File: config.mk
export PLATFORM = sky130hd
export DESIGN_NAME = aibcr3_dcc_req_ctrl
export DESIGN_NICKNAME = d
export VERILOG_FILES = /design/src/rtl/aibcr3_dcc_req_ctrl.sv
export SDC_FILE = /design/constraint.sdc
export NUM_CORES = 1
export LEC_CHECK = 0
export ABC_AREA = 1
export CORE_ASPECT_RATIO = 1.75
export CORE_MARGIN = 8
export CORE_UTILIZATION = 30
export DETAILED_ROUTE_END_ITERATION = 12
export GPL_TIMING_DRIVEN = 0
export PLACE_DENSITY = 0.57
export REMOVE_ABC_BUFFERS = 1
export SLEW_MARGIN = 20
export SYNTH_ARGS = -nofsm -noshare
export SYNTH_HDL_FRONTEND = slang
export SYNTH_SLANG_ARGS = --single-unit
File: constraint.sdc
create_clock -name clk -period 1.6 [get_ports clk]
set_input_delay 0.32 -clock clk [delete_from_list [all_inputs] [get_ports clk]]
set_output_delay 0.32 -clock clk [all_outputs]
set_load 0.05 [all_outputs]
File: src/rtl/aibcr3_dcc_req_ctrl.sv
// Core-side initiator of the DCC calibration req/done handshake with timeout, retry and abort.
// Optional periodic recalibration from LOCKED is enabled by defining DCC_PERIODIC_RECAL_EN.
module aibcr3_dcc_req_ctrl #(
    parameter int unsigned TMO_CYC   = 4096,
    parameter int unsigned RETRY_MAX = 3,
    parameter int unsigned GAP_CYC   = 8,
    parameter int unsigned SYNC_STG  = 2
) (
    input  logic        clk,
    input  logic        nrst,
    input  logic        cal_start,
    input  logic        cal_stop,
    input  logic        dcc_done,
    input  logic [12:0] odll_dll2core,
`ifdef DCC_PERIODIC_RECAL_EN
    input  logic [15:0] recal_interval,
`endif
    output logic        dcc_req,
    output logic        cal_busy,
    output logic        cal_locked,
    output logic        cal_fail,
    output logic [3:0]  cal_attempt,
    output logic [12:0] dcc_code_snap
);

    typedef enum logic [2:0] {
        StIdle, StReq, StWait, StLocked, StDrop, StGap, StFail
    } state_e;

    localparam logic [15:0] TmoLast  = 16'(TMO_CYC - 1);
    localparam logic [7:0]  GapLast  = 8'(GAP_CYC - 1);
    localparam logic [3:0]  RetryMax = 4'(RETRY_MAX);

    state_e              state_q, state_d;
    logic [SYNC_STG-1:0] sync_q;
    logic                done_s;
    logic [15:0]         tmo_q, tmo_d;
    logic [7:0]          gap_q, gap_d;
    logic [3:0]          attempt_q, attempt_d;
    logic                abort_q, abort_d;
    logic                retry_q, retry_d;
    logic [12:0]         snap_q, snap_d;
    logic                req_q, busy_q, locked_q, fail_q;
    logic                recal_hit;

    assign done_s = sync_q[SYNC_STG-1];

`ifdef DCC_PERIODIC_RECAL_EN
    logic [15:0] recal_cnt_q, recal_cnt_d;
    assign recal_hit = (recal_interval != 16'd0) && (recal_cnt_q == recal_interval);
`else
    assign recal_hit = 1'b0;
`endif

    always_comb begin
        state_d   = state_q;
        tmo_d     = tmo_q;
        gap_d     = gap_q;
        attempt_d = attempt_q;
        abort_d   = abort_q;
        retry_d   = retry_q;
        snap_d    = snap_q;
`ifdef DCC_PERIODIC_RECAL_EN
        recal_cnt_d = recal_cnt_q;
`endif
        case (state_q)
            StIdle: begin
                if (cal_start && !cal_stop) begin
                    state_d   = StReq;
                    attempt_d = 4'd0;
                    abort_d   = 1'b0;
                    retry_d   = 1'b0;
                end
            end
            StReq: begin
                tmo_d   = 16'd0;
                state_d = StWait;
            end
            StWait: begin
                if (tmo_q != 16'hFFFF) tmo_d = tmo_q + 16'd1;
                // Stop beats done, done beats a coincident timeout.
                if (cal_stop) begin
                    state_d = StDrop;
                    abort_d = 1'b1;
                end else if (done_s) begin
                    snap_d  = odll_dll2core;
                    state_d = StLocked;
`ifdef DCC_PERIODIC_RECAL_EN
                    recal_cnt_d = 16'd0;
`endif
                end else if (tmo_q == TmoLast) begin
                    state_d = StDrop;
                    retry_d = 1'b1;
                end
            end
            StLocked: begin
`ifdef DCC_PERIODIC_RECAL_EN
                if (recal_cnt_q != 16'hFFFF) recal_cnt_d = recal_cnt_q + 16'd1;
`endif
                if (cal_stop) begin
                    state_d = StDrop;
                    abort_d = 1'b1;
                end else if (cal_start || recal_hit) begin
                    state_d   = StDrop;
                    attempt_d = 4'd0;
                    retry_d   = 1'b0;
`ifdef DCC_PERIODIC_RECAL_EN
                    recal_cnt_d = 16'd0;
`endif
                end
            end
            StDrop: begin
                if (!done_s) begin
                    state_d = StGap;
                    gap_d   = 8'd0;
                end
            end
            StGap: begin
                if (gap_q == GapLast) begin
                    if (abort_q || cal_stop) begin
                        state_d = StIdle;
                    end else if (retry_q && attempt_q == RetryMax) begin
                        state_d = StFail;
                    end else begin
                        if (retry_q) attempt_d = attempt_q + 4'd1;
                        state_d = StReq;
                        abort_d = 1'b0;
                        retry_d = 1'b0;
                    end
                end else begin
                    gap_d = gap_q + 8'd1;
                end
            end
            StFail: begin
                if (cal_start && !cal_stop) begin
                    state_d   = StGap;
                    gap_d     = 8'd0;
                    attempt_d = 4'd0;
                    abort_d   = 1'b0;
                    retry_d   = 1'b0;
                end
            end
            default: state_d = StIdle;
        endcase
    end

    // Outputs are decoded from the next state so they register alongside it.
    always_ff @(posedge clk) begin
        if (!nrst) begin
            state_q   <= StIdle;
            sync_q    <= '0;
            tmo_q     <= 16'd0;
            gap_q     <= 8'd0;
            attempt_q <= 4'd0;
            abort_q   <= 1'b0;
            retry_q   <= 1'b0;
            snap_q    <= 13'd0;
            req_q     <= 1'b0;
            busy_q    <= 1'b0;
            locked_q  <= 1'b0;
            fail_q    <= 1'b0;
`ifdef DCC_PERIODIC_RECAL_EN
            recal_cnt_q <= 16'd0;
`endif
        end else begin
            state_q   <= state_d;
            sync_q    <= {sync_q[SYNC_STG-2:0], dcc_done};
            tmo_q     <= tmo_d;
            gap_q     <= gap_d;
            attempt_q <= attempt_d;
            abort_q   <= abort_d;
            retry_q   <= retry_d;
            snap_q    <= snap_d;
            req_q     <= state_d inside {StReq, StWait, StLocked};
            busy_q    <= state_d inside {StReq, StWait, StDrop, StGap};
            locked_q  <= (state_d == StLocked);
            fail_q    <= (state_d == StFail);
`ifdef DCC_PERIODIC_RECAL_EN
            recal_cnt_q <= recal_cnt_d;
`endif
        end
    end

    assign dcc_req       = req_q;
    assign cal_busy      = busy_q;
    assign cal_locked    = locked_q;
    assign cal_fail      = fail_q;
    assign cal_attempt   = attempt_q;
    assign dcc_code_snap = snap_q;

endmodule

### Word level (Yosys, flattened, before mapping)

Index checks and enable logic that the tools add are counted.

| word-level totals | value |
|---|---|
| flip-flop bits (word level) | 52 |
| input port bits | 18 |
| output and inout bits | 21 |
| logic and storage cells | 105 |

| operators by class | value |
|---|---|
| add/sub/neg operators | 3 |
| equal/unequal tests | 31 |
| multiplexer cells | 38 |
| bitwise operators | 1 |
| reductions and logical operators | 20 |

Operator list:

| cell | count |
|---|---|
| 3-bit two-way mux | 11 |
| 16-bit one-hot mux with 2 select lines | 1 |
| 4-bit two-way mux | 7 |
| 2-bit inequality test, second input constant | 13 |
| 8-bit two-way mux | 3 |
| 8-bit one-hot mux with 3 select lines | 1 |
| 3-bit one-hot mux with 7 select lines | 1 |
| 3-bit equality test, second input constant | 6 |
| 16-bit by 1-bit adder with 16-bit output, second input constant | 1 |
| 16-bit by 12-bit equality test with 1-bit output, second input constant | 1 |
| 16-bit two-way mux | 1 |
| 16-bit inequality test, second input constant | 1 |
| 3-bit by 2-bit equality test with 1-bit output, second input constant | 4 |
| 4-bit one-hot mux with 3 select lines | 1 |
| 3-bit nonzero test | 4 |
| 1-bit two-way mux | 10 |
| 10-bit AND reduction | 1 |
| 8-bit by 1-bit adder with 8-bit output, second input constant | 1 |
| 8-bit by 3-bit equality test with 1-bit output, second input constant | 1 |
| 8-bit AND reduction | 1 |
| 4-bit nonzero test | 2 |
| 3-bit by 1-bit equality test with 1-bit output, second input constant | 2 |
| 6-bit AND reduction | 1 |
| 4-bit by 1-bit adder with 4-bit output, second input constant | 1 |
| 14 further kinds | 17 |

### Logic depth before layout (Yosys ltp)

Gate-level depths: netlist of the first run.

| depth | value |
|---|---|
| depth after elaboration | 8 |
| mapped depth | 12 |
| gate-level depth less buffers | 12 |

### Least setup slack after synthesis of the first run

No wires, ideal clock.

| timing | value |
|---|---|
| path kind | register -> register |
| start point | register attempt_q[0] (netlist: cal_attempt[0]) |
| end point | register attempt_q[2] (netlist: cal_attempt[2]) |
| setup time | 132 ps |
| arrival | 1617 ps |
| data required time | 1468 ps |
| path slack | -149 ps |
| stages on the path, launching flop included | 11 |
| path buffers | 0 |
| period minus slack after synthesis | 1749 ps |
| cell sequence | dfxtp_1 -> ha_1 -> nand2_1 -> nor2_1 -> nor2_1 -> nand2_1 -> a21oi_1 -> nand2_1 -> inv_2 -> nand3_1 -> a21oi_1 |

| between the ends | value |
|---|---|
| cells in the longest elaborated chain, start to end | 6 |
| elaborated cells on any way between the ends | 10 |
| classes of those cells | add/sub: 1; eq/ne: 2; mux: 5; reduce/logical: 2 |

RTL lines:

| what | RTL line | RTL |
|---|---|---|
| start: declaration | 39 | `logic [3:0] attempt_q, attempt_d;` |
| start signal: assignment | 170 | `attempt_q <= attempt_d;` |
| 4-bit by 1-bit adder with 4-bit output | 125 | `if (retry_q) attempt_d = attempt_q + 4'd1;` |
| 4-bit two-way mux | 125 |  |
| 4-bit two-way mux | 122 | `end else if (retry_q && attempt_q == RetryMax) begin` |
| 4-bit two-way mux | 120 | `if (abort_q \|\| cal_stop) begin` |
| 4-bit two-way mux | 119 | `if (gap_q == GapLast) begin` |
| 4-bit one-hot mux with 3 select lines | 66 | `case (state_q)` |

Several ways; a longest one is shown, not always the timed one. The select of a mux whose other input is x is not followed.
A chain may end at the register's enable or synchronous reset.

### Worst setup path in the final report of the first run

| timing | value |
|---|---|
| start point | register state_q[0] |
| end point | register attempt_q[0] (netlist: cal_attempt[0]) |

| between the ends | value |
|---|---|
| cells in the longest elaborated chain, start to end | 4 |
| elaborated cells on any way between the ends | 15 |
| classes of those cells | eq/ne: 10; mux: 1; reduce/logical: 4 |

RTL lines:

| what | RTL line | RTL |
|---|---|---|
| start: declaration | 34 | `state_e state_q, state_d;` |
| start signal: assignment | 150 | `state_q <= StIdle;` |
| start signal: assignment | 166 | `state_q <= state_d;` |
| 3-bit equality test or 3-bit zero test (tied branches) | 66 |  |
| 2-bit OR reduction (no line) | - |  |
| 2-bit by 1-bit inequality test with 1-bit output (no line) or 3-bit nonzero test (tied branches) | - |  |
| 8-bit AND reduction (no line) | - |  |

Several ways; a longest one is shown, not always the timed one.

==> out/qor.txt, run 1 <==
Status - complete, no violations
Hold Crit Class - reg2reg
Initial antenna violation count - 0
RR Startpoint - state_q[0]$_SDFF_PN0_
Rel. slew slack - 64.3%
GPL Wtd Cong - 0.839
Crit path capture - cal_attempt[0]$_SDFFE_PN0P_
Synth area leaders - dfxtp_1 38%, nor2_1 12%, nand2_1 11%
Post-synth cell types - 31
DIE AREA - 0.0125 sq mm
Yosys reg bits - 52
DRC - 0
Root Driver - clkbuf_16
Row cnt - 46
Pin count of the biggest net entering global routing - 23
Final-report hold violation count - 0
Maximum clock rate - 631 MHz
RR Endpoint - cal_attempt[0]$_SDFFE_PN0P_
Number of fillers in the final layout - 933
Slowest cell on crit path - fa_1
Starting Density - 30.4%
CTS tree - yes
RSZ-0062 raised after global routing - yes
Top Ports - 39
Final Critical Period - 1580 ps
CP top delay family - adder cells
Detailed Place HPWL - 5580 um
Post-Layout Inst Area - 0.00391 sq mm
Slowest cell delay on critical path - 540 ps
DP Cell Count - 560
Hold-fix buffers at CTS - 0
Post-route insts no fill - 601
Post-synth top area cell - dfxtp_1
Clk slew on worst S/H paths - 70 ps
GRT overflow - 0
Vias after detailed routing - 2869
Critical Path Stages - 8
Maximum vdd drop - 386 uV
Buffer and inverter count on the worst path - 3
Arr. time, crit path - 1770 ps
Synth-to-layout area growth - 43.8%
DRT iter0 DRCs - 91
CP endpoint kind - flop
Total Nets Final - 502
Worst Setup SP - state_q[0]$_SDFF_PN0_
First drt pass iteration count - 4
Cell Pwr Density - 797 mW/mm^2
Final setup vio count - 0
Max Cap Viol - 0
Crit Path Class - reg2reg
Clk Latency, worst-skew pair - 290 ps
Area of placed instances - 0.00319 sq mm
Final ANT Viol Nets - 0
Via density - 4.77
Slew @ Worst Pin - 535 ps
Yosys warns - 0
Avg Cell Area, Syn - 6.59 sq um
Period utilization - 99.0%
Register area share after synthesis - 38.3%
Synth Instances - 412
Cell Area, Synth - 0.00272 sq mm
Sum Neg Setup Slack - 0 ps
Die W - 87.9 um
Worst setup SP type - flop
Skew final - 5.21 ps
R2R Setup Slk - 20 ps
Port Buffer Count - 38
Max H-tree Level - 2
Gr usage total - 12.9%
CTS buffer count - 5
Clk sink count - 52
Slew Limit Fails - 0
Crit-path max FO - 5
Vias in the first global route - 2746
First-pass GRT wire length - 12600 um
Worst EP required - 1790 ps
Top cell type's share of synthesized area - 38.3%
Final hold slack - 422 ps
# diodes - 0
Crit path cell chain - inv_6 -> fa_1 -> nor2_2 -> nand2_2 -> inv_4 -> buf_4 -> nor2_2 -> nor2_1
Share of cells above drive strength 1 - 26.0%
Cell mode on critical path - nor2_2
WL/cell - 13.4 um
Leakage - 0.00162 uW
Die Y - 142 um
Number of cells on the worst reg-to-reg path - 8
Drt total wl - 8070 um
Core Box Area - 0.00892 sq mm
Clock tree buffer depth - 2
## routing by layer
layer / wire length (um) / track usage (%)
met5: 0 / 0
met4: 264 / 7.39
met3: 254 / 2.38
met2: 4640 / 25.6
met1: 2910 / 11.3
## state kept, by name, indices dropped and copies added, names as in the netlist
signal / flops
tmo_q: 16
dcc_code_snap: 13
gap_q: 8
cal_attempt: 4
state_q: 3
sync_q: 2
abort_q: 1
cal_busy: 1
cal_fail: 1
cal_locked: 1
dcc_req: 1
retry_q: 1
## worst register-to-register path, stage by stage (launching register included)
cell and delay [ps]:
dfxtp_4 390, inv_6 60, fa_1 540, nor2_2 50
nand2_2 120, inv_4 70, buf_4 130, nor2_2 70
nor2_1 40
## cell type report
type / count / area (sq um) / area share [%]
Clock inverter: 1 / 30.0 / 0.769
Sequential cell: 52 / 1080 / 27.7
Clock buffer: 7 / 153 / 3.91
Tap cell: 120 / 150 / 3.84
Inverter: 45 / 201 / 5.16
Multi-Input combinational cell: 306 / 1690 / 43.3
Timing Repair Buffer: 68 / 586 / 15.0
Timing Repair inverter: 2 / 13.8 / 0.352
## cell usage after synthesis
cell	instances
inv_1	37
xor2_1	7
nor2_1	90
o22ai_1	1
a31oi_1	1
nand4_1	13
fa_1	1
nor3_1	5
a211oi_1	1
inv_2	8
and2_1	1
or2_2	2
nand2_1	82
o21ai_2	3
and3_1	1
buf_6	1
nand3_1	26
buf_2	3
ha_1	3
a21oi_1	31
clkbuf_1	5
nand2_2	7
nor2_4	1
o21a_1	1
nor2_2	1
dfxtp_1	52
xnor2_1	1
o31ai_1	1
nor2_8	1
buf_4	1
o21ai_0	24
## placed cells by master, fill, tap and decap left out, drive strengths merged
cell type and instances:
nor2 93, nand2 90, dfxtp 52, inv 44, a21oi 31, buf 30
o21ai 27, nand3 26, dlygate4sd2 22, clkdlybuf4s50 14, nand4 13, clkbuf 8
xor2 7, nor3 5, clkinvlp 3, ha 3, or2 2, and3 1
and2 1, xnor2 1, o21a 1, o22ai 1, a31oi 1, a211oi 1
o31ai 1, fa 1, bufinv 1, clkdlybuf4s15 1
## cells by family (layout without fill, tap and decap cells)
kind of cell	count (synthesis)	in the layout	share of synthesized area, %
buffers and inverters	55	123	8.16
and+or+nand+nor	230	231	36.4
xor gates and xnor gates	8	8	2.58
AOI/OAI and AO/OA	63	63	12.4
adders and majority gates	4	4	2.12
DFF	52	52	38.3
## where the power goes
group          total [uW]  switching (uW)  internal, uW
clock network        1300             473           824
logic                 462             278           185
registers            1350            30.2          1320
## per-stage QoR
stage / worst slack [ps] / util (%) / power, uW
2_1_floorplan: -157 / - / 1590
3_3_place_gp: -943 / 35.8 / 1720
3_5_place_dp: -950 / 35.8 / 1730
4_1_cts: -0.212 / 40.2 / 3100
5_1_grt: -55.0 / 43.8 / 3240
6_report: 16.2 / 43.8 / 3110
## what timing repair did
item                       4_1_cts  5_1_grt
buffers inserted                13       17
resized for setup               63       63
pin swaps                       11       25
setup endpoints to repair       71       45
gates cloned                     3        0
## how the worst min path moves through the flow
stage,from,endpoint,slack [ps],cells past startpoint
2_1_floorplan,sync_q[0]$_SDFF_PN0_,sync_q[1]$_SDFF_PN0_,390,2
3_3_place_gp,sync_q[0]$_SDFF_PN0_,sync_q[1]$_SDFF_PN0_,410,2
3_5_place_dp,sync_q[0]$_SDFF_PN0_,sync_q[1]$_SDFF_PN0_,410,2
4_1_cts,sync_q[0]$_SDFF_PN0_,sync_q[1]$_SDFF_PN0_,430,2
5_1_grt,sync_q[0]$_SDFF_PN0_,sync_q[1]$_SDFF_PN0_,450,2
6_report,sync_q[0]$_SDFF_PN0_,sync_q[1]$_SDFF_PN0_,420,2
(Power assumes the default switching activity.)
==> run 2, diff against run 1 <==
--- a/config.mk
+++ b/config.mk
@@ -7,7 +7,7 @@
 export LEC_CHECK = 0
 export ABC_AREA = 1
 export CORE_ASPECT_RATIO = 1.75
-export CORE_MARGIN = 8
+export CORE_MARGIN = 1
 export CORE_UTILIZATION = 30
 export DETAILED_ROUTE_END_ITERATION = 12
 export GPL_TIMING_DRIVEN = 0
==> run 2 against run 1 <==
- clock skew hardly changed
- fmax is 1.5% higher
- sequential power is essentially flat
- worst setup slack gained 24 ps
- wire length decreased by 4.1%
- combinational power decreased by 6.9%
- clock-buffer cell count down 2
- critical path depth is 1 lower
- register-to-register slack better by 20 ps
- largest cell class unchanged
- highest routed layer unchanged
==> out/qor.txt, run 2 (same netlist as run 1, synthesis figures left out) <==
Status - complete, no violations
CP endpoint kind - flop
GPL Wtd Cong - 0.913
Slew @ Worst Pin - 576 ps
# diodes - 0
First-pass GRT wire length - 12300 um
Final Critical Period - 1560 ps
CTS buffer count - 5
GRT overflow - 0
Final setup vio count - 0
Slowest cell delay on critical path - 520 ps
Hold Crit Class - reg2reg
RR Startpoint - state_q[0]$_SDFF_PN0_
Drt total wl - 7730 um
Most common cell after layout, fill and taps aside - nor2_1
Period utilization - 97.5%
Total Nets Final - 491
RSZ-0062 raised after global routing - yes
Die W - 73.9 um
Clk sink count - 52
Starting Density - 31.1%
Vias in the first global route - 2603
Post-Layout Inst Area - 0.00378 sq mm
RR Endpoint - cal_attempt[3]$_SDFFE_PN0P_
Gr usage total - 16.9%
Most frequent cells in the layout - 79 x nor2_1, 75 x nand2_1, 34 x inv_1, 34 x dfxtp_1, 30 x a21oi_1
Max Cap Viol - 0
CTS tree - yes
DRC - 0
Maximum vdd drop - 419 uV
Rel. slew slack - 61.6%
Hold-fix buffers at CTS - 0
Clock tree buffer depth - 2
Final-report hold violation count - 0
Root Driver - clkbuf_16
Top reg by flops - tmo_q
Arr. time, crit path - 1750 ps
Initial antenna violation count - 0
DP Cell Count - 557
Worst setup SP type - flop
Detailed Place HPWL - 5220 um
Skew final - 4.99 ps
Cell Pwr Density - 801 mW/mm^2
Crit-path max FO - 5
WHS Path Cells - 2
Die Y - 128 um
Crit Path Class - reg2reg
Post-route insts no fill - 587
Max reg flops - 16
Number of cells on the worst reg-to-reg path - 7
Synth-to-layout area growth - 39.2%
Hold_sp - sync_q[0]$_SDFF_PN0_
Leakage - 0.00155 uW
Share of cells above drive strength 1 - 23.0%
Hold Path End - sync_q[1]$_SDFF_PN0_
Crit path cell chain - inv_6 -> fa_1 -> nor2_1 -> nand2_2 -> buf_4 -> nand2_1 -> a21oi_1
Clk Latency, worst-skew pair - 290 ps
Area of placed instances - 0.00319 sq mm
Slew Limit Fails - 0
Core Box Area - 0.00873 sq mm
Via density - 4.81
DIE AREA - 0.00945 sq mm
Port Buffer Count - 38
WL/cell - 13.2 um
Vias after detailed routing - 2824
Max H-tree Level - 2
Clk slew on worst S/H paths - 70 ps
Pin count of the biggest net entering global routing - 23
Row cnt - 45
Top Ports - 39
First drt pass iteration count - 4
R2R Setup Slk - 40 ps
Maximum clock rate - 641 MHz
Worst EP required - 1790 ps
Slowest cell on crit path - fa_1
DRT iter0 DRCs - 168
Final ANT Viol Nets - 0
Layout Utilization - 43.3%
## run 2: cell types whose count changed in the layout (fill, tap and decap cells not counted), moves of 3 or more
cell / before / now
nor2_1: 75 / 79
dfxtp_4: 7 / 11
inv_4: 6 / 3
nor3_1: 4 / 1
nor3_2: 1 / 4
buf_4: 27 / 17
dfxtp_2: 11 / 7
nor2_2: 12 / 8
a21oi_1: 26 / 30
a21oi_2: 5 / 1
## run 2: worst max path at each step
stage                     slack [ps]  depth (start not counted)                     endpoint                   startpoint
after global routing             -60                          9          cal_busy$_SDFF_PN0_        tmo_q[1]$_SDFFE_PN0P_
after global placement          -900                          5          cal_busy$_SDFF_PN0_                         nrst
after floorplan                 -160                         10  cal_attempt[2]$_SDFFE_PN0P_  cal_attempt[0]$_SDFFE_PN0P_
after CTS                         20                          7  cal_attempt[2]$_SDFFE_PN0P_        state_q[2]$_SDFF_PN0_
final                             40                          7  cal_attempt[3]$_SDFFE_PN0P_        state_q[0]$_SDFF_PN0_
after detailed placement        -870                          5          cal_busy$_SDFF_PN0_                         nrst
## run 2: area by class of cell
cell class | instances | area, sq um
Inverter | 45 | 201
Clock inverter | 3 | 46.3
Timing Repair Buffer | 56 | 484
Multi-Input combinational cell | 306 | 1660
Timing Repair inverter | 3 | 21.3
Clock buffer | 5 | 125
Fill cell | 918 | 4950
Tap cell | 117 | 146
Sequential cell | 52 | 1090
## run 2: critical path: cells and delay by family, from the launching register on
kind                     cells  cell delay, ps
adder cells (fa/ha/maj)      1             520
flip-flops                   1             390
AND/OR/NAND/NOR              3             290
buffers and inverters        2             210
AO/OA/AOI/OAI                1              60
## run 2: metrics by stage
stage               setup WS [ps]  TNS, ps  hold slack [ps]  total power, uW
global route                -63.1     -162              457             3170
floorplan                    -157     -966              390             1590
detailed placement           -866   -27350              400             1720
finish                       39.9        0              413             3030
CTS                          17.1        0              417             3040
global placement             -898   -27510              402             1720
## run 2: repair_timing
action | CTS | global route
gates cloned | 2 | 2
setup buffers | 11 | 7
gates resized for setup | 68 | 54
pin swaps | 9 | 13
setup endpoints to repair | 71 | 45
## run 2: where the power goes
group | internal (uW) | leakage (uW) | total, uW | switching (uW)
combinational | 160 | 0.00103 | 430 | 270
sequential | 1320 | 0.000433 | 1350 | 29.9
clock | 744 | 0.0000804 | 1250 | 507
## run 2: metal layers
| metal | vias up | share of wire (%) | track usage, % |
|---|---|---|---|
| li1 | 1435 | - | - |
| met1 | 1324 | 37 | 16.5 |
| met2 | 48 | 57 | 32.3 |
| met3 | 17 | 2.4 | 2.91 |
| met4 | 0 | 4.0 | 8.48 |
| met5 | - | 0 | 0 |
==> patch, RTL diff (flow settings as in run 2) <==
Put one more register stage on the output `dcc_code_snap`, with the module's reset. The value now appears one clock later. The other outputs are not delayed to match.
--- a/src/rtl/aibcr3_dcc_req_ctrl.sv
+++ b/src/rtl/aibcr3_dcc_req_ctrl.sv
@@ -187,5 +187,11 @@
     assign cal_fail      = fail_q;
     assign cal_attempt   = attempt_q;
-    assign dcc_code_snap = snap_q;
+    always_ff @(posedge clk) begin
+        if (!nrst) begin
+            dcc_code_snap <= '0;
+        end else begin
+            dcc_code_snap <= snap_q;
+        end
+    end
 
 endmodule
Behaviour: not the same (a bounded check fails within 4 cycles, from zero or initial values and one cycle with nrst low).
==> patch against run 2 <==
- power up 43%
- critical endpoint is now gap_q[3]
- setup slack better by 3.7 ps
- wire length up 6.5%
- sequential cell count up 13
- area after synthesis up 19%
- cell area up 14%
- critical path depth up 2
==> patch: results (changes against run 2) <==
status: completed (unchanged)
vias in the first global route: 3053 (was 2603)
I/O Buffers: 38 (unchanged)
Regs by FF count: tmo_q: 16 flops, dcc_code_snap: 13 flops, snap_q: 13 flops
Setup Skew: 7.45 ps (was 4.99 ps)
wirelength, routed: 8240 um (was 7730 um)
# H-tree levels: 3 (was 2)
worst-path fanout max: 13 (was 5)
RD Place Congestion: 0.851 (was 0.913)
Hold Path Class: reg2reg (unchanged)
Synth Flop Type: dfxtp_1 (unchanged)
CP max stage cell: clkdlybuf4s50_1 (was fa_1)
critical path's top delay family: simple AND/OR/NAND/NOR gates (was adder cells)
Global Route Usage Sum: 0.157 (was 0.169)
WP data arrival: 1780 ps (was 1750 ps)
CTS buffer count: 9 (was 5)
headroom to the max-slew limit: 0.494 (was 0.616)
sequential share of the synthesized area: 0.404 (was 0.383)
Slew Limit Fails: 0 (unchanged)
Syn Area/Cell: 6.97 um2 (was 6.59 um2)
fillcell total: 1057 (was 918)
Initial DRC Count: 151 (was 168)
Synth Warn #: 0 (unchanged)
largest net degree at the start of global routing: 41 (was 23)
leakage power: 0.00191 uW (was 0.00155 uW)
diode count: 0 (unchanged)
Async SR Flop Fraction: 0 (unchanged)
EDFF count, synth: 0 (unchanged)
vias per cell: 4.79 (was 4.81)
WL/cell: 12.8 um (was 13.2 um)
Placed Instances: 614 (was 557)
Peak VDD IR: 537 uV (was 419 uV)
CTS root buffer: clkbuf_16 (unchanged)
initial antenna violation count: 0 (unchanged)
Unique masters post-synth: 36 (was 31)
# nets final: 535 (was 491)
Post-DP HPWL: 5660 um (was 5220 um)
switching share of power: 0.275 (was 0.267)
Synth top cells by count: nand2_1 (86), nor2_1 (77), dfxtp_1 (65) (was nor2_1 (90), nand2_1 (82), dfxtp_1 (52))
layout cells sized above 1: 0.239 (was 0.230)
CTS clock-pin slew for the worst setup and hold paths: 60 ps
clock insertion delay at the later pin of the skew report: 340 ps (was 290 ps)
clock buffer depth: 2 (unchanged)
top cells by area, synth: dfxtp_1 (40%), nand2_1 (10%), nor2_1 (9.0%), inv_1 (6.3%), nand3_1 (5.0%) (was dfxtp_1 (38%), nor2_1 (12%), nand2_1 (11%), a21oi_1 (5.7%), inv_1 (5.1%))
first-pass GRT wire length: 13400 um (was 12300 um)
DRT Pass-1 Iters: 5 (was 4)
max incr delay on CP: 530 ps
-- patch: cell count changes after synthesis, sizes merged, moves of 4 or more --
| cell | run 2 | this run |
|---|---|---|
| dfxtp | 52 | 65 |
| nor3 | 5 | 10 |
| inv | 45 | 63 |
| nor2 | 93 | 86 |
| nand2 | 89 | 98 |
| nand3 | 26 | 33 |
| a21oi | 31 | 27 |
-- patch: path summary, 6_finish.rpt --
path,startpoint,end,slack (ps),cells after the start
hold reg to reg,sync_q[0],sync_q[1],420,2
hold / removal,sync_q[0],sync_q[1],420,2
setup reg to reg,state_q[1],cal_busy,50,10
setup / recovery,cal_start,gap_q[3],40,9
-- patch: metal layers --
layer | vias to the layer above | share of wire | GRT usage
li1 | 1580 | - | -
met5 | - | 0 | 0
met1 | 1435 | 0.37 | 0.146
met4 | 0 | 0.031 | 0.109
met3 | 19 | 0.032 | 0.0283
met2 | 56 | 0.57 | 0.294
-- patch: layout make-up --
class / instances / area, um2 / area share
Timing Repair inverter: 1 / 8.76 / 0.00203
Timing Repair Buffer: 51 / 447 / 0.103
Clock buffer: 10 / 239 / 0.0553
Clock inverter: 6 / 66.3 / 0.0153
Inverter: 64 / 265 / 0.0614
Multi-Input combinational cell: 321 / 1800 / 0.417
Sequential cell: 65 / 1330 / 0.309
Tap cell: 127 / 159 / 0.0368
-- patch: timing repair --
action	CTS	global route
buffers inserted	7	6
endpoints found under the setup margin	70	35
gates cloned	2	0
pin swaps	7	16
gates resized for setup	54	54
-- patch: cells by family (layout without fill, tap and decap cells) --
group / count (synthesis) / in the layout / share of synthesized area
fa+ha+maj: 4 / 4 / 0.0179
xor+xnor: 4 / 4 / 0.0109
compound gates: 61 / 61 / 0.106
simple gates: 251 / 252 / 0.361
flops: 65 / 65 / 0.404
buf+inv: 77 / 132 / 0.0995
-- patch: per-stage QoR --
stage	power (uW)	area [um2]	worst slack [ps]
6_report	4320	4320	43.7
5_1_grt	4500	4320	-78.3
4_1_cts	4320	4120	0.0373
3_5_place_dp	2270	3670	-617
3_3_place_gp	2270	3680	-1190
2_1_floorplan	2090	3140	-106
-- patch: worst reg2reg max path: cells and delay by family (launching register included) --
family	cells	cell delay (ps)
and+or+nand+nor	8	890
DFF	1	400
buffers and inverters	2	200
-- patch: power groups by stage --
stage	sequential [uW]	clock (uW)	combinational [uW]
CTS	1730	2050	546
global route	1740	2110	646
detailed placement	1760	0	513
finish	1740	1990	588
global placement	1760	0	510
floorplan	1830	0	268
